<file path="config.mk">
export PLATFORM = sky130hd
export DESIGN_NAME = cmd_frame_ctrl
export DESIGN_NICKNAME = d
export VERILOG_FILES = /design/src/rtl/cmd_frame_ctrl.sv
export SDC_FILE = /design/constraint.sdc
export NUM_CORES = 1
export LEC_CHECK = 0
export BUFFER_PORTS_ARGS = -buffer_cell sky130_fd_sc_hd__buf_2
export CAP_MARGIN = 20
export CORE_MARGIN = 3
export CORE_UTILIZATION = 54
export DETAILED_ROUTE_END_ITERATION = 10
export PLACE_DENSITY = 0.79
export REMOVE_ABC_BUFFERS = 1
export SYNTH_ARGS = -nofsm -noshare
export SYNTH_HDL_FRONTEND = slang
export SYNTH_SLANG_ARGS = --single-unit
</file>
<file path="constraint.sdc">
create_clock -name clk -period 4.1 [get_ports clk]
set_clock_uncertainty 0.2 [all_clocks]
set_input_delay 0 -clock clk [delete_from_list [all_inputs] [get_ports clk]]
set_output_delay 0 -clock clk [all_outputs]
set_load 0.01 [all_outputs]
</file>
<file path="src/rtl/cmd_frame_ctrl.sv">
// cmd_frame_ctrl: framed command receiver and reply generator.
// Reads bytes from a comm receive FIFO and looks for frames of the form
// EB 90 CMD P0 P1 P2 P3 CHK. It runs valid commands, which drive the
// CPU-switch control outputs, and sends a 4-byte reply to the CPU
// transmit FIFOs.
//
// Ports
//   clk           : single clock, rising edge
//   rst_n         : asynchronous active-low reset
//   com_count     : number of bytes held in the selected receive FIFO
//   rec_command   : head byte of the receive FIFO
//   com_pop       : one-cycle pulse that removes the FIFO head byte
//   switch        : currently active CPU (0 = A, 1 = B)
//   force_swi     : commanded-switch mode enable
//   com_swi       : commanded CPU (0 = A, 1 = B)
//   error         : last frame was invalid
//   tdr_cpuAB     : reply byte, 0x00 whenever no push is in progress
//   tf_push_cpuAB : push strobe for tdr_cpuAB
module cmd_frame_ctrl #(
   parameter int          CNT_W       = 5,
   parameter logic [15:0] TIMEOUT_CYC = 16'd50000
) (
   input  logic             clk,
   input  logic             rst_n,
   input  logic [CNT_W-1:0] com_count,
   input  logic [7:0]       rec_command,
   output logic             com_pop,
   input  logic             switch,
   output logic             force_swi,
   output logic             com_swi,
   output logic             error,
   output logic [7:0]       tdr_cpuAB,
   output logic             tf_push_cpuAB
);

   localparam logic [15:0] TMO_LAST = TIMEOUT_CYC - 16'd1;

   typedef enum logic [2:0] {HUNT0, HUNT1, BODY, EXEC, REPLY} state_t;

   state_t      state, state_nxt;
   logic [2:0]  idx;
   logic [7:0]  body [0:5];     // CMD, P0..P3, CHK
   logic [15:0] tmo_cnt;
   logic        pop_pending;
   logic [1:0]  reply_cnt;

   logic        in_frame;
   logic        consume;
   logic        timeout;
   logic        frame_ok;
   logic [7:0]  sum;

   assign in_frame = (state == HUNT1) || (state == BODY);

   // The FIFO head may only be read again once the previous pop has taken
   // effect. com_pop covers the cycle after a consume and pop_pending covers
   // the cycle after that, so consumes are spaced at least 3 cycles apart.
   assign consume = ((state == HUNT0) || in_frame) && (com_count != '0)
                    && !com_pop && !pop_pending;

   assign timeout  = in_frame && !consume && (tmo_cnt == TMO_LAST);
   assign sum      = body[0] + body[1] + body[2] + body[3] + body[4];
   assign frame_ok = (sum == body[5]) && (body[0] >= 8'h01) && (body[0] <= 8'h04);

   always_ff @(posedge clk or negedge rst_n) begin
      if (!rst_n) state <= HUNT0;
      else        state <= state_nxt;
   end

   // The reply outputs come straight from the state. That way an
   // asynchronous reset stops a push in the same instant, and STATUS sees
   // switch in the cycle the byte is pushed.
   always_comb begin
      // NOTE: every output of this block gets a default first, so no path can leave one unassigned and infer a latch.
      state_nxt     = state;
      tf_push_cpuAB = 1'b0;
      tdr_cpuAB     = 8'h00;
      case (state)
         HUNT0: if (consume && rec_command == 8'hEB) state_nxt = HUNT1;
         HUNT1: begin
            if (consume) begin
               if (rec_command == 8'h90)      state_nxt = BODY;
               else if (rec_command != 8'hEB) state_nxt = HUNT0;
            end else if (timeout) begin
               state_nxt = HUNT0;
            end
         end
         BODY: begin
            if (consume && idx == 3'd5) state_nxt = EXEC;
            else if (timeout)           state_nxt = HUNT0;
         end
         EXEC: state_nxt = frame_ok ? REPLY : HUNT0;
         REPLY: begin
            tf_push_cpuAB = 1'b1;
            case (reply_cnt)
               2'd0: tdr_cpuAB = 8'hEB;
               2'd1: tdr_cpuAB = 8'h90;
               2'd2: tdr_cpuAB = body[0];
               default: tdr_cpuAB = {5'b0, error, force_swi, switch};
            endcase
            if (reply_cnt == 2'd3) state_nxt = HUNT0;
         end
         default: state_nxt = HUNT0;
      endcase
   end

   // NOTE: the payload buffer has no reset. It is always written before EXEC reads it, so resetting it would add fan-out and change nothing.
   always_ff @(posedge clk) begin
      if (state == BODY && consume) body[idx] <= rec_command;
   end

   always_ff @(posedge clk or negedge rst_n) begin
      if (!rst_n) begin
         // NOTE: sequential state uses non-blocking assignments so every register samples its inputs from before the edge.
         com_pop     <= 1'b0;
         pop_pending <= 1'b0;
         idx         <= 3'd0;
         tmo_cnt     <= 16'd0;
         reply_cnt   <= 2'd0;
         force_swi   <= 1'b0;
         com_swi     <= 1'b0;
         error       <= 1'b0;
      end else begin
         com_pop     <= consume;
         pop_pending <= com_pop;

         if (state != BODY)            idx <= 3'd0;
         else if (consume)             idx <= (idx == 3'd5) ? 3'd0 : idx + 3'd1;

         // The counter only runs while a frame is partly received. It
         // restarts on every byte and returns to 0 when the timeout fires.
         if (in_frame && !consume && !timeout) tmo_cnt <= tmo_cnt + 16'd1;
         else                                  tmo_cnt <= 16'd0;

         reply_cnt <= (state == REPLY) ? reply_cnt + 2'd1 : 2'd0;

         if (state == EXEC) begin
            if (frame_ok) begin
               error <= 1'b0;
               case (body[0])
                  8'h01: begin force_swi <= 1'b1; com_swi <= 1'b0; end
                  8'h02: begin force_swi <= 1'b1; com_swi <= 1'b1; end
                  8'h03: force_swi <= 1'b0;
                  default: ;
               endcase
            end else begin
               error <= 1'b1;
            end
         end
      end
   end

endmodule

</file>
# After elaboration in Yosys (flattened, before gate mapping)
# Memory sizes are Yosys's and may differ from the RTL's.
# Index checks and enable logic that the tools add are counted.
[word_totals]
reg_bits = 29
latch_bits = 0
ramBits = 48
mem_bits_ro = 0
in_bits = 16
out_inout_bits = 13
word_cells = 88
memories = 1
[op_classes]
n_addsub = 7
n_mul = 0
div_mod_pow = 0
order_cmp = 2
eq_ne = 20
shift = 0
n_mux = 22
bitwise_logic = 0
reduce_logical = 27
[mem_list]
columns = ["name", "depth", "width", "read_ports", "rd_ports_with_merged_regs", "write_ports", "line_no", "rtl"]
rows = [
  ["body", 6, 8, 6, 0, 1, "42", "logic [7:0] body [0:5];"],
]
[ops]
columns = ["cell", "n"]
rows = [
  ["$mux 3", 11],
  ["$add 8x8->8", 4],
  ["$pmux 8 s3", 1],
  ["$add 16x1->16 const B", 1],
  ["$eq 16x16->1 const B", 1],
  ["$eq 8x2->1 const B", 2],
  ["$eq 8x8->1 const B", 2],
  ["$mux 16", 1],
  ["$pmux 3 s5", 1],
  ["$logic_and 1x1->1", 11],
  ["$reduce_and 3->1", 3],
  ["$eq 8x1->1 const B", 1],
  ["$eq 8x8->1", 1],
  ["$ge 8x1->1 const B", 1],
  ["$le 8x3->1 const B", 1],
  ["$mux 8", 1],
  ["$ne 8x8->1 const B", 1],
  ["$eq 3x2->1 const B", 2],
  ["$eq 3x3->1 const B", 2],
  ["$reduce_bool 2->1", 3],
  ["$reduce_bool 5->1", 1],
  ["$eq 2x2->1 const B", 2],
  ["$logic_not 1->1", 4],
  ["$mux 1", 4],
  ["14 further kinds", 16],
]

# Depth between registers and ports, before layout
# Gate-level depths: netlist (run 1).
[logic_depth]
word_depth = 12
mapped_depth = 13
depth_no_buf = 13

# Worst setup path before layout (run 1)
# Ideal clock, no wire load.
[synth_path]
kind = "reg-to-reg"
start = "memory body[4][1]"
end = "register force_swi"
setup_ns = 0.127
arrival_time_ns = 3.771
required_ns = 3.773
path_slack_ns = 0.001
path_stages_with_launch = 13
path_buffers = 0
cell_sequence = "edfxtp_1 fa_1 fa_1 fa_1 ha_1 inv_1 fa_1 xnor2_1 nor4_1 nand4_1 nor4b_4 nand3_1 mux2_1"
[synth_lines]
columns = ["element", "line_no", "rtl"]
rows = [
  ["start, declared", "42", ""],
  ["end signal, assigned", "120", "force_swi <= 1'b0;"],
  ["end signal, assigned", "141", "8'h01: begin force_swi <= 1'b1; com_swi <= 1'b0; end"],
  ["end signal, assigned", "142", "8'h02: begin force_swi <= 1'b1; com_swi <= 1'b1; end"],
  ["end, declared", "29", "output logic force_swi,"],
]

==> results.toml, run 1 <==
[grt]
grtUsageTotal_pct = 19.5
globalRoute.totalOverflow = 0
gr-usage-met2_pct = 30.9
grt_pass1_wl_um = 12700
grt.busiest_layer = "met2"
first_global_vias = 2633
met1_usage_pct = 25.9
grt_max_degree = 30
use_met3_pct = 4.51
antenna_found_initial = 0

[routing]
first_pass_iters = 4
vias_per_cell = 5.54
ant_nets = 0
via_count = 2560
wirelength_um = 7570
route.detailed.drc = 0
wl_per_cell_um = 16.4
drtIter0Drc = 124

[cells_and_area]
drive_above_1_share_pct = 17.8
nFillCells = 518
layout_common_cells = "edfxtp_1, nor2_1, dfrtp_1"
design_area_um2 = 4570
area_growth_pct = 15.2
fin_util_pct = 65.8
layout_commonest_cell = "edfxtp_1"
num_antenna_cells = 0
fin_cells = 462
nNetsFinal = 411

[sta]
finalCriticalPeriod_ps = 4200
max_freq_mhz = 238
timing.hold.ws_ps = 29.2
slew_headroom_pct = 50.2
drv_slew = 0
tightest_slew_ps = 745
min_period_over_period_pct = 103
final.setup.tns_ps = -239
hold_viol = 0
postLayoutSetupSlackWorst_ps = -103
setup-violations-final = 4
rsz0062_at_grt = "yes"

[logic_synthesis]
synth_area_leaders = "edfxtp_1, dfrtp_1, fa_1"
ys_seq_area_share_pct = 54.7
syn-cell-area_um2 = 3970
synth-edff-count = 48
ys_ff_latch = 77
yosysTopAreaCellShare_pct = 36.4
yosysWarningCount = 0
ys.flop_type = "edfxtp_1"
synth_cell_type_count = 45
synth_top_area_cell = "edfxtp_1"
synth_async_sr_flop_share_pct = 37.7
synthCells = 312
syn_area_per_cell_um2 = 12.7

[setup_path]
end_kind = "flip-flop"
cpPeakStageDelay_ps = 560
critical_path.top_delay_family = "adder cells"
worstPathRequired_ps = 4120
cp-start-kind = "flip-flop"
cp.arrival_ps = 4230
cpMaxStageDelayCell = "fa_1"
cp_max_fo = 2
crit_path_cell_trace = "fa_1 > fa_1 > fa_1 > ha_2 > inv_2 > fa_2 > xnor2_1 > nor4_1 > nand4_1 > buf_4 > buf_4 > nor3_4 > nand3_1 > a21boi_0"
critPathKind = "reg2reg"
path_common_cell = "fa_1"
path_buf_inv = 3

[floorplan]
rows = 30
io_pins = 29
die_x_um = 91.7
die_y_um = 91.7
start_util_pct = 57.1
dieArea_um2 = 8410
core_um2 = 6940

[clock_network]
clock_sinks = 77
cts_tree = "yes"
cts_root_buf = "clkbuf_8"
clk_latency_ps = 350
numCtsBuffers = 9
cts_buffer_depth = 2
htreeDepth = 3
path_clk_slew_ps = 80

[power_and_ir_drop]
total_power_mw = 1.51
p_leak_nw = 1.84
peakVddDrop_mv = 0.328
power.density_nw_per_um2 = 330

[run_status]
status = "finished with violations"
violations = "setup timing"

[min_path]
min_path_type = "in2async"

[placement]
hpwlAfterDp_um = 5490
placed_cell_area_um2 = 4230
dp.cells = 433
gp_congestion = 0.826
port_buffers = 28
pre_cts_slack_ps = -211

[job]
max_cap_viol_count = 0
[cell families after synthesis]
| group | synth area share (%) |
|---|---|
| XOR/XNOR | 8.30 |
| buffers and inverters | 3.16 |
| multiplexers | 0.284 |
| flip-flops | 54.7 |
| AND/OR/NAND/NOR | 13.8 |
| AO/OA/AOI/OAI | 5.30 |
| adder cells (fa/ha/maj) | 14.5 |
[synth_stat cells, types with 2 or more instances]
| cell type | number |
|---|---|
| dfrtp_1 | 29 |
| xnor2_1 | 22 |
| clkbuf_1 | 6 |
| nand2_1 | 10 |
| nand4b_1 | 2 |
| fa_1 | 20 |
| edfxtp_1 | 48 |
| nor2_1 | 38 |
| and3_1 | 5 |
| nor4b_1 | 4 |
| xor2_1 | 13 |
| a31oi_1 | 3 |
| nor3_1 | 8 |
| nand3_1 | 9 |
| inv_1 | 22 |
| a211oi_1 | 2 |
| nor3b_1 | 2 |
| nor4_1 | 3 |
| a21oi_1 | 15 |
| or4_1 | 2 |
| nand3b_1 | 3 |
| nand4_1 | 6 |
| o21ai_0 | 4 |
| ha_1 | 14 |
| nor2b_1 | 2 |
[final cells by class]
type | count | area, um^2 | share of cell area (%)
well taps | 96 | 120 | 2.63
inverters | 22 | 82.6 | 1.81
flip-flops and latches | 77 | 2170 | 47.4
multi-input cells | 204 | 1700 | 37.3
repair buffers | 47 | 310 | 6.79
clock inverters | 6 | 35.0 | 0.767
clock buffers | 10 | 149 | 3.26
[final timing paths]
| path | endpoint | slack (ps) | from | cells after the start |
|---|---|---|---|---|
| max | error | -100 | body[4][1] | 14 |
| min | tmo_cnt[1] | 30 | rst_n | 2 |
| max reg2reg | error | -100 | body[4][1] | 14 |
| min reg2reg | tmo_cnt[0] | 250 | tmo_cnt[0] | 1 |
| max in group asynchronous | reply_cnt[0] | 3240 | rst_n | 2 |
| min in group clk | tdr_cpuAB[0] | 140 | switch | 4 |
[routing by layer]
layer / share of wire, % / routed length (um)
met3: 4.7 / 358
met4: 2.4 / 181
met5: 0 / 0
met2: 50 / 3760
met1: 43 / 3270
[sequential cells by signal, summed over array words and instances (netlist names)]
| signal | flops |
|---|---|
| body | 48 |
| com_pop | 1 |
| com_swi | 1 |
| error | 1 |
| force_swi | 1 |
| idx | 3 |
| pop_pending | 1 |
| reply_cnt | 2 |
| state | 3 |
| tmo_cnt | 16 |
[where the power goes]
part           switching (mW)  internal, mW  total, mW
Combinational          0.0677        0.0490      0.117
Clock                   0.278         0.254      0.532
Sequential             0.0208         0.840      0.861
Total                   0.367          1.14       1.51
[worst register-to-register path, delay by kind of cell (launching register included)]
family	cells	cell delay [ps]
AO/OA/AOI/OAI	1	150
XOR/XNOR	1	70
adder cells (fa/ha/maj)	5	2220
buffers and inverters	3	360
flip-flops	1	400
AND/OR/NAND/NOR	4	660
[what timing repair did]
action                                 CTS  global route
pin swaps                                7             3
resized for setup                        6             4
setup buffers                            1             1
setup endpoints to repair                4             4
hold buffers                            11             0
endpoints found under the hold margin   79             0
No activity file was read; power rests on OpenSTA's default activity.
==> run 2: changes to the inputs <==
TNS_END_PERCENT = 50   (was default)
==> run 2 against run 1 <==
  * The flow still finishes with violations (setup timing)
  * Hold slack is essentially flat
  * Power about the same
  * Critical path depth unchanged
  * Combinational power about the same
  * Worst setup slack is essentially flat
==> results.toml, run 2 (same netlist as run 1, synthesis figures left out) <==
[placement]
port_buffers = 28
gp_congestion = 0.826
placed_cell_area_um2 = 4230
hpwlAfterDp_um = 5490
dp.cells = 433
pre_cts_slack_ps = -211

[clock_network]
path_clk_slew_ps = 80
cts_tree = "yes"
cts_buffer_depth = 2
cts_root_buf = "clkbuf_8"
numCtsBuffers = 9
htreeDepth = 3
clock_sinks = 77
clk_latency_ps = 350

[grt]
antenna_found_initial = 0
grt_max_degree = 30
grtUsageTotal_pct = 19.5
grt_pass1_wl_um = 12700
first_global_vias = 2633
globalRoute.totalOverflow = 0

[routing]
vias_per_cell = 5.55
via_count = 2562
route.detailed.drc = 0
wirelength_um = 7580
first_pass_iters = 4
drtIter0Drc = 123
ant_nets = 0
wl_per_cell_um = 16.4

[power_and_ir_drop]
peakVddDrop_mv = 0.328
total_power_mw = 1.51
p_leak_nw = 1.84
power.density_nw_per_um2 = 330

[floorplan]
dieArea_um2 = 8410
die_y_um = 91.7
rows = 30
core_um2 = 6940
die_x_um = 91.7
start_util_pct = 57.1
io_pins = 29

[setup_path]
cp.arrival_ps = 4230
worstReg2RegStart = "body[4][1]"
cpPeakStageDelay_ps = 560
reg2regPathDepth = 14
r2r-end = "error"
cp-start-kind = "flip-flop"
end_kind = "flip-flop"
cp-startpoint = "body[4][1]"
cp_max_fo = 2
critPathKind = "reg2reg"
worstPathRequired_ps = 4120
path_common_cell = "fa_1"
worst-r2r-setup-slack_ps = -100
cpMaxStageDelayCell = "fa_1"
crit_path_cell_trace = "fa_1 > fa_1 > fa_1 > ha_2 > inv_2 > fa_2 > xnor2_1 > nor4_1 > nand4_1 > buf_4 > buf_4 > nor3_4 > nand3_1 > a21boi_0"

[cells_and_area]
fin_cells = 462
area_growth_pct = 15.2
reg_top3 = "body (48), tmo_cnt (16)"
multi_input_area_um2 = 1700
nFillCells = 518
seq_area_um2 = 2170
drive_above_1_share_pct = 17.8
design_area_um2 = 4570
regMostFlops = "body"
layout_commonest_cell = "edfxtp_1"
num_antenna_cells = 0
layout_common_cells = "edfxtp_1, nor2_1, dfrtp_1"
largest_reg_flops = 48
nNetsFinal = 411
fin_util_pct = 65.8

[sta]
hold_viol = 0
setup-violations-final = 4
max_freq_mhz = 238
rsz0062_at_grt = "yes"
slew_headroom_pct = 50.1
drv_slew = 0
finalCriticalPeriod_ps = 4200
min_period_over_period_pct = 103
tightest_slew_ps = 745
postLayoutSetupSlackWorst_ps = -103

[run_status]
violations = "setup timing"
status = "finished with violations"

[job]
max_cap_viol_count = 0

[min_path]
min_path_type = "in2async"
run 2: how the worst max path moves through the flow:
stage | endpoint | slack, ps
after floorplan | force_swi | 1
after global placement | force_swi | -100
after detailed placement | force_swi | -210
after CTS | force_swi | -110
after global routing | force_swi | -230
final | error | -100
run 2: power breakdown:
part | total, mW | leakage [nW] | switching (mW) | internal [mW]
Clock | 0.532 | 0.101 | 0.278 | 0.254
Combinational | 0.117 | 0.901 | 0.0677 | 0.0490
Sequential | 0.861 | 0.833 | 0.0208 | 0.840
run 2: layer usage:
metal / up-vias / part of all wire [%] / global-route usage [%]
met5: - / 0 / 0
met4: 0 / 2.4 / 8.42
met3: 17 / 4.6 / 4.51
met2: 62 / 49 / 30.9
met1: 1288 / 43 / 25.9
li1: 1195 / - / -
run 2: final cells by class:
cell class	count	share of cell area [%]
Sequential cell	77	47.4
Timing Repair Buffer	47	6.79
Clock inverter	6	0.767
Tap cell	96	2.63
Inverter	22	1.81
Multi-Input combinational cell	204	37.3
Clock buffer	10	3.26
run 2: through the flow:
step	hold slack, ps	TNS, ps
final	28.8	-237
after global routing	92.2	-714
after global placement	-146	-143
after detailed placement	-132	-617
after CTS	18.5	-159
after floorplan	-496	0
run 2: what timing repair did:
action / CTS / global route
hold endpoints to repair: 79 / 0
pin swaps: 7 / 3
resized for setup: 6 / 4
endpoints found under the setup margin: 4 / 4
hold buffers: 11 / 0
buffers inserted: 1 / 1
run 2: worst max-delay path, delay by kind of cell (launching register included):
kind	cells	cell delay, ps
flops	1	400
buf+inv	3	360
xor+xnor	1	70
compound gates	1	150
simple gates	4	660
fa+ha+maj	5	2220
==> run 3: changes to the inputs <==
ABC_AREA = 1   (was default)
CORE_UTILIZATION = 55   (was 54)
PLACE_DENSITY = 0.8   (was 0.79)
==> run 3 against run 2 <==
  * The run now ends clean
  * Fmax is 7.3% higher
  * Hold slack got worse by 24 ps
  * Critical path type unchanged
  * Cell count grew 22%
  * Non-clock buffer count decreased by 8
==> results.toml, run 3 <==
[clock_network]
clk_latency_ps = 350
path_clk_slew_ps = 80
htreeDepth = 3
numCtsBuffers = 9
clock_sinks = 77
cts_root_buf = "clkbuf_8"
cts_tree = "yes"
cts_buffer_depth = 2
post_cts_buffers = 0

[logic_synthesis]
synth-edff-count = 48
syn-cell-area_um2 = 4150
synth_area_leaders = "edfxtp_1, dfrtp_1, fa_1"
ys.flop_type = "edfxtp_1"
yosysTopAreaCellShare_pct = 34.8
ys_seq_area_share_pct = 52.2
yosysWarningCount = 0
synth.most_common_cell = "nand2_1"
synth_async_sr_flop_share_pct = 37.7
ys_ff_latch = 77
syn_area_per_cell_um2 = 10.1
synth_cell_type_count = 35
synthTopCellsByCount = "nand2_1, inv_1, edfxtp_1"
synthCells = 411
synth_top_area_cell = "edfxtp_1"

[setup_path]
worstPathRequired_ps = 4140
critPathKind = "reg2reg"
path_buf_inv = 2
critical_path.top_delay_family = "adder cells"
crit_path_cell_trace = "fa_1 > fa_1 > fa_1 > ha_4 > inv_2 > fa_1 > inv_1 > nand3_1 > nand2_1 > nand2_1 > nand2_1 > nor2_1 > nor2_2 > nand3_2 > nor2_4 > nand3_2 > nor2_1 > a21oi_1"
path_common_cell = "fa_1"
worst-r2r-setup-slack_ps = 180
reg2regPathDepth = 18
cpMaxStageDelayCell = "fa_1"
r2r-end = "com_swi"
end_kind = "flip-flop"
worstReg2RegStart = "body[2][1]"
cp_max_fo = 4
cp.arrival_ps = 3960
cpPeakStageDelay_ps = 560
cp-start-kind = "flip-flop"

[sta]
slew_headroom_pct = 37.3
tightest_slew_ps = 937
max_freq_mhz = 255
final.setup.tns_ps = 0
rsz0062_at_grt = "yes"
finalCriticalPeriod_ps = 3920
postLayoutSetupSlackWorst_ps = 183
min_period_over_period_pct = 95.5
hold_viol = 0
drv_slew = 0
setup-violations-final = 0

[cells_and_area]
multi_input_area_um2 = 1760
drive_above_1_share_pct = 15.3
layout_commonest_cell = "nand2_1"
reg_top3 = "body (48), tmo_cnt (16)"
nNetsFinal = 509
num_antenna_cells = 0
seq_area_um2 = 2170
layout_common_cells = "nand2_1, inv_1, edfxtp_1"
area_growth_pct = 15.7
regMostFlops = "body"
nFillCells = 579
largest_reg_flops = 48

[grt]
first_global_vias = 3103
antenna_found_initial = 0
grt_pass1_wl_um = 14200
globalRoute.totalOverflow = 0
grtUsageTotal_pct = 21.4
grt_max_degree = 30

[floorplan]
rows = 31
dieArea_um2 = 8620
io_pins = 29
die_x_um = 92.8
start_util_pct = 56.9
core_um2 = 7290
die_y_um = 92.8

[routing]
wl_per_cell_um = 14.8
ant_nets = 0
via_count = 2946
drtIter0Drc = 200
wirelength_um = 8340
route.detailed.drc = 0
first_pass_iters = 5
vias_per_cell = 5.23

[placement]
hpwlAfterDp_um = 6020
pre_cts_slack_ps = 67.1
port_buffers = 28
gp_congestion = 0.866

[power_and_ir_drop]
p_leak_nw = 2.06
power.density_nw_per_um2 = 340
peakVddDrop_mv = 0.222

[min_path]
min_path_type = "in2async"

[run_status]
status = "finished, final reports clean"

[job]
max_cap_viol_count = 0
## run 3: cell types whose count changed after synthesis, sizes merged, moves of 10 or more
cell	before	now
nand2	10	81
inv	22	65
xnor2	22	3
nand3	9	26
nor2	38	50
xor2	13	3
## run 3: how the worst max path moves through the flow
stage	cells past startpoint	endpoint	slack, ps	from
floorplan	17	com_swi	340	body[4][1]
global placement	17	com_swi	210	body[4][1]
detailed placement	17	com_swi	70	body[4][1]
CTS	17	com_swi	40	body[4][1]
global route	16	com_swi	-90	body[2][1]
finish	18	com_swi	180	body[2][1]
## run 3: per-layer routing
layer | vias up | GRT usage [%] | wire, um
met1 | 1404 | 25.8 | 3360
met2 | 78 | 37.5 | 4510
met5 | - | 0 | 0
li1 | 1449 | - | -
met3 | 15 | 4.47 | 341
met4 | 0 | 8.06 | 134
## run 3: metrics by stage
step	utilization (%)	std cells	power [mW]	instance area (um^2)	hold WS, ps
floorplan	-	409	0.912	4140	-496
global placement	60.4	536	0.948	4400	-143
detailed placement	60.4	536	0.954	4400	-134
CTS	65.3	563	1.64	4760	18.5
global route	65.8	563	1.69	4800	44.6
finish	65.8	563	1.63	4800	4.94
## run 3: cell type report
type	instances	share of cell area (%)
well taps	99	2.58
multi-input cells	267	36.7
inverters	65	5.08
clock buffers	15	4.59
repair buffers	39	5.22
clock inverters	1	0.626
flip-flops and latches	77	45.2
## run 3: logic make-up (layout without fill, tap and decap cells)
kind of cell,after synthesis,count (layout),share of synthesized area (%)
and+or+nand+nor,191,191,21.7
DFF,77,77,52.2
buffers and inverters,67,120,6.09
AOI/OAI and AO/OA,36,36,4.77
adders and majority gates,34,34,13.9
xor gates and xnor gates,6,6,1.27
## run 3: repair_timing
action / CTS / global route
hold endpoints to repair: 80 / 0
gates resized for setup: 0 / 9
setup endpoints to repair: 0 / 4
hold buffers: 11 / 0
## run 3: report_power, final
part           switching [mW]  internal [mW]
sequential             0.0106          0.839
clock                   0.278          0.410
combinational          0.0643         0.0301
total                   0.353           1.28
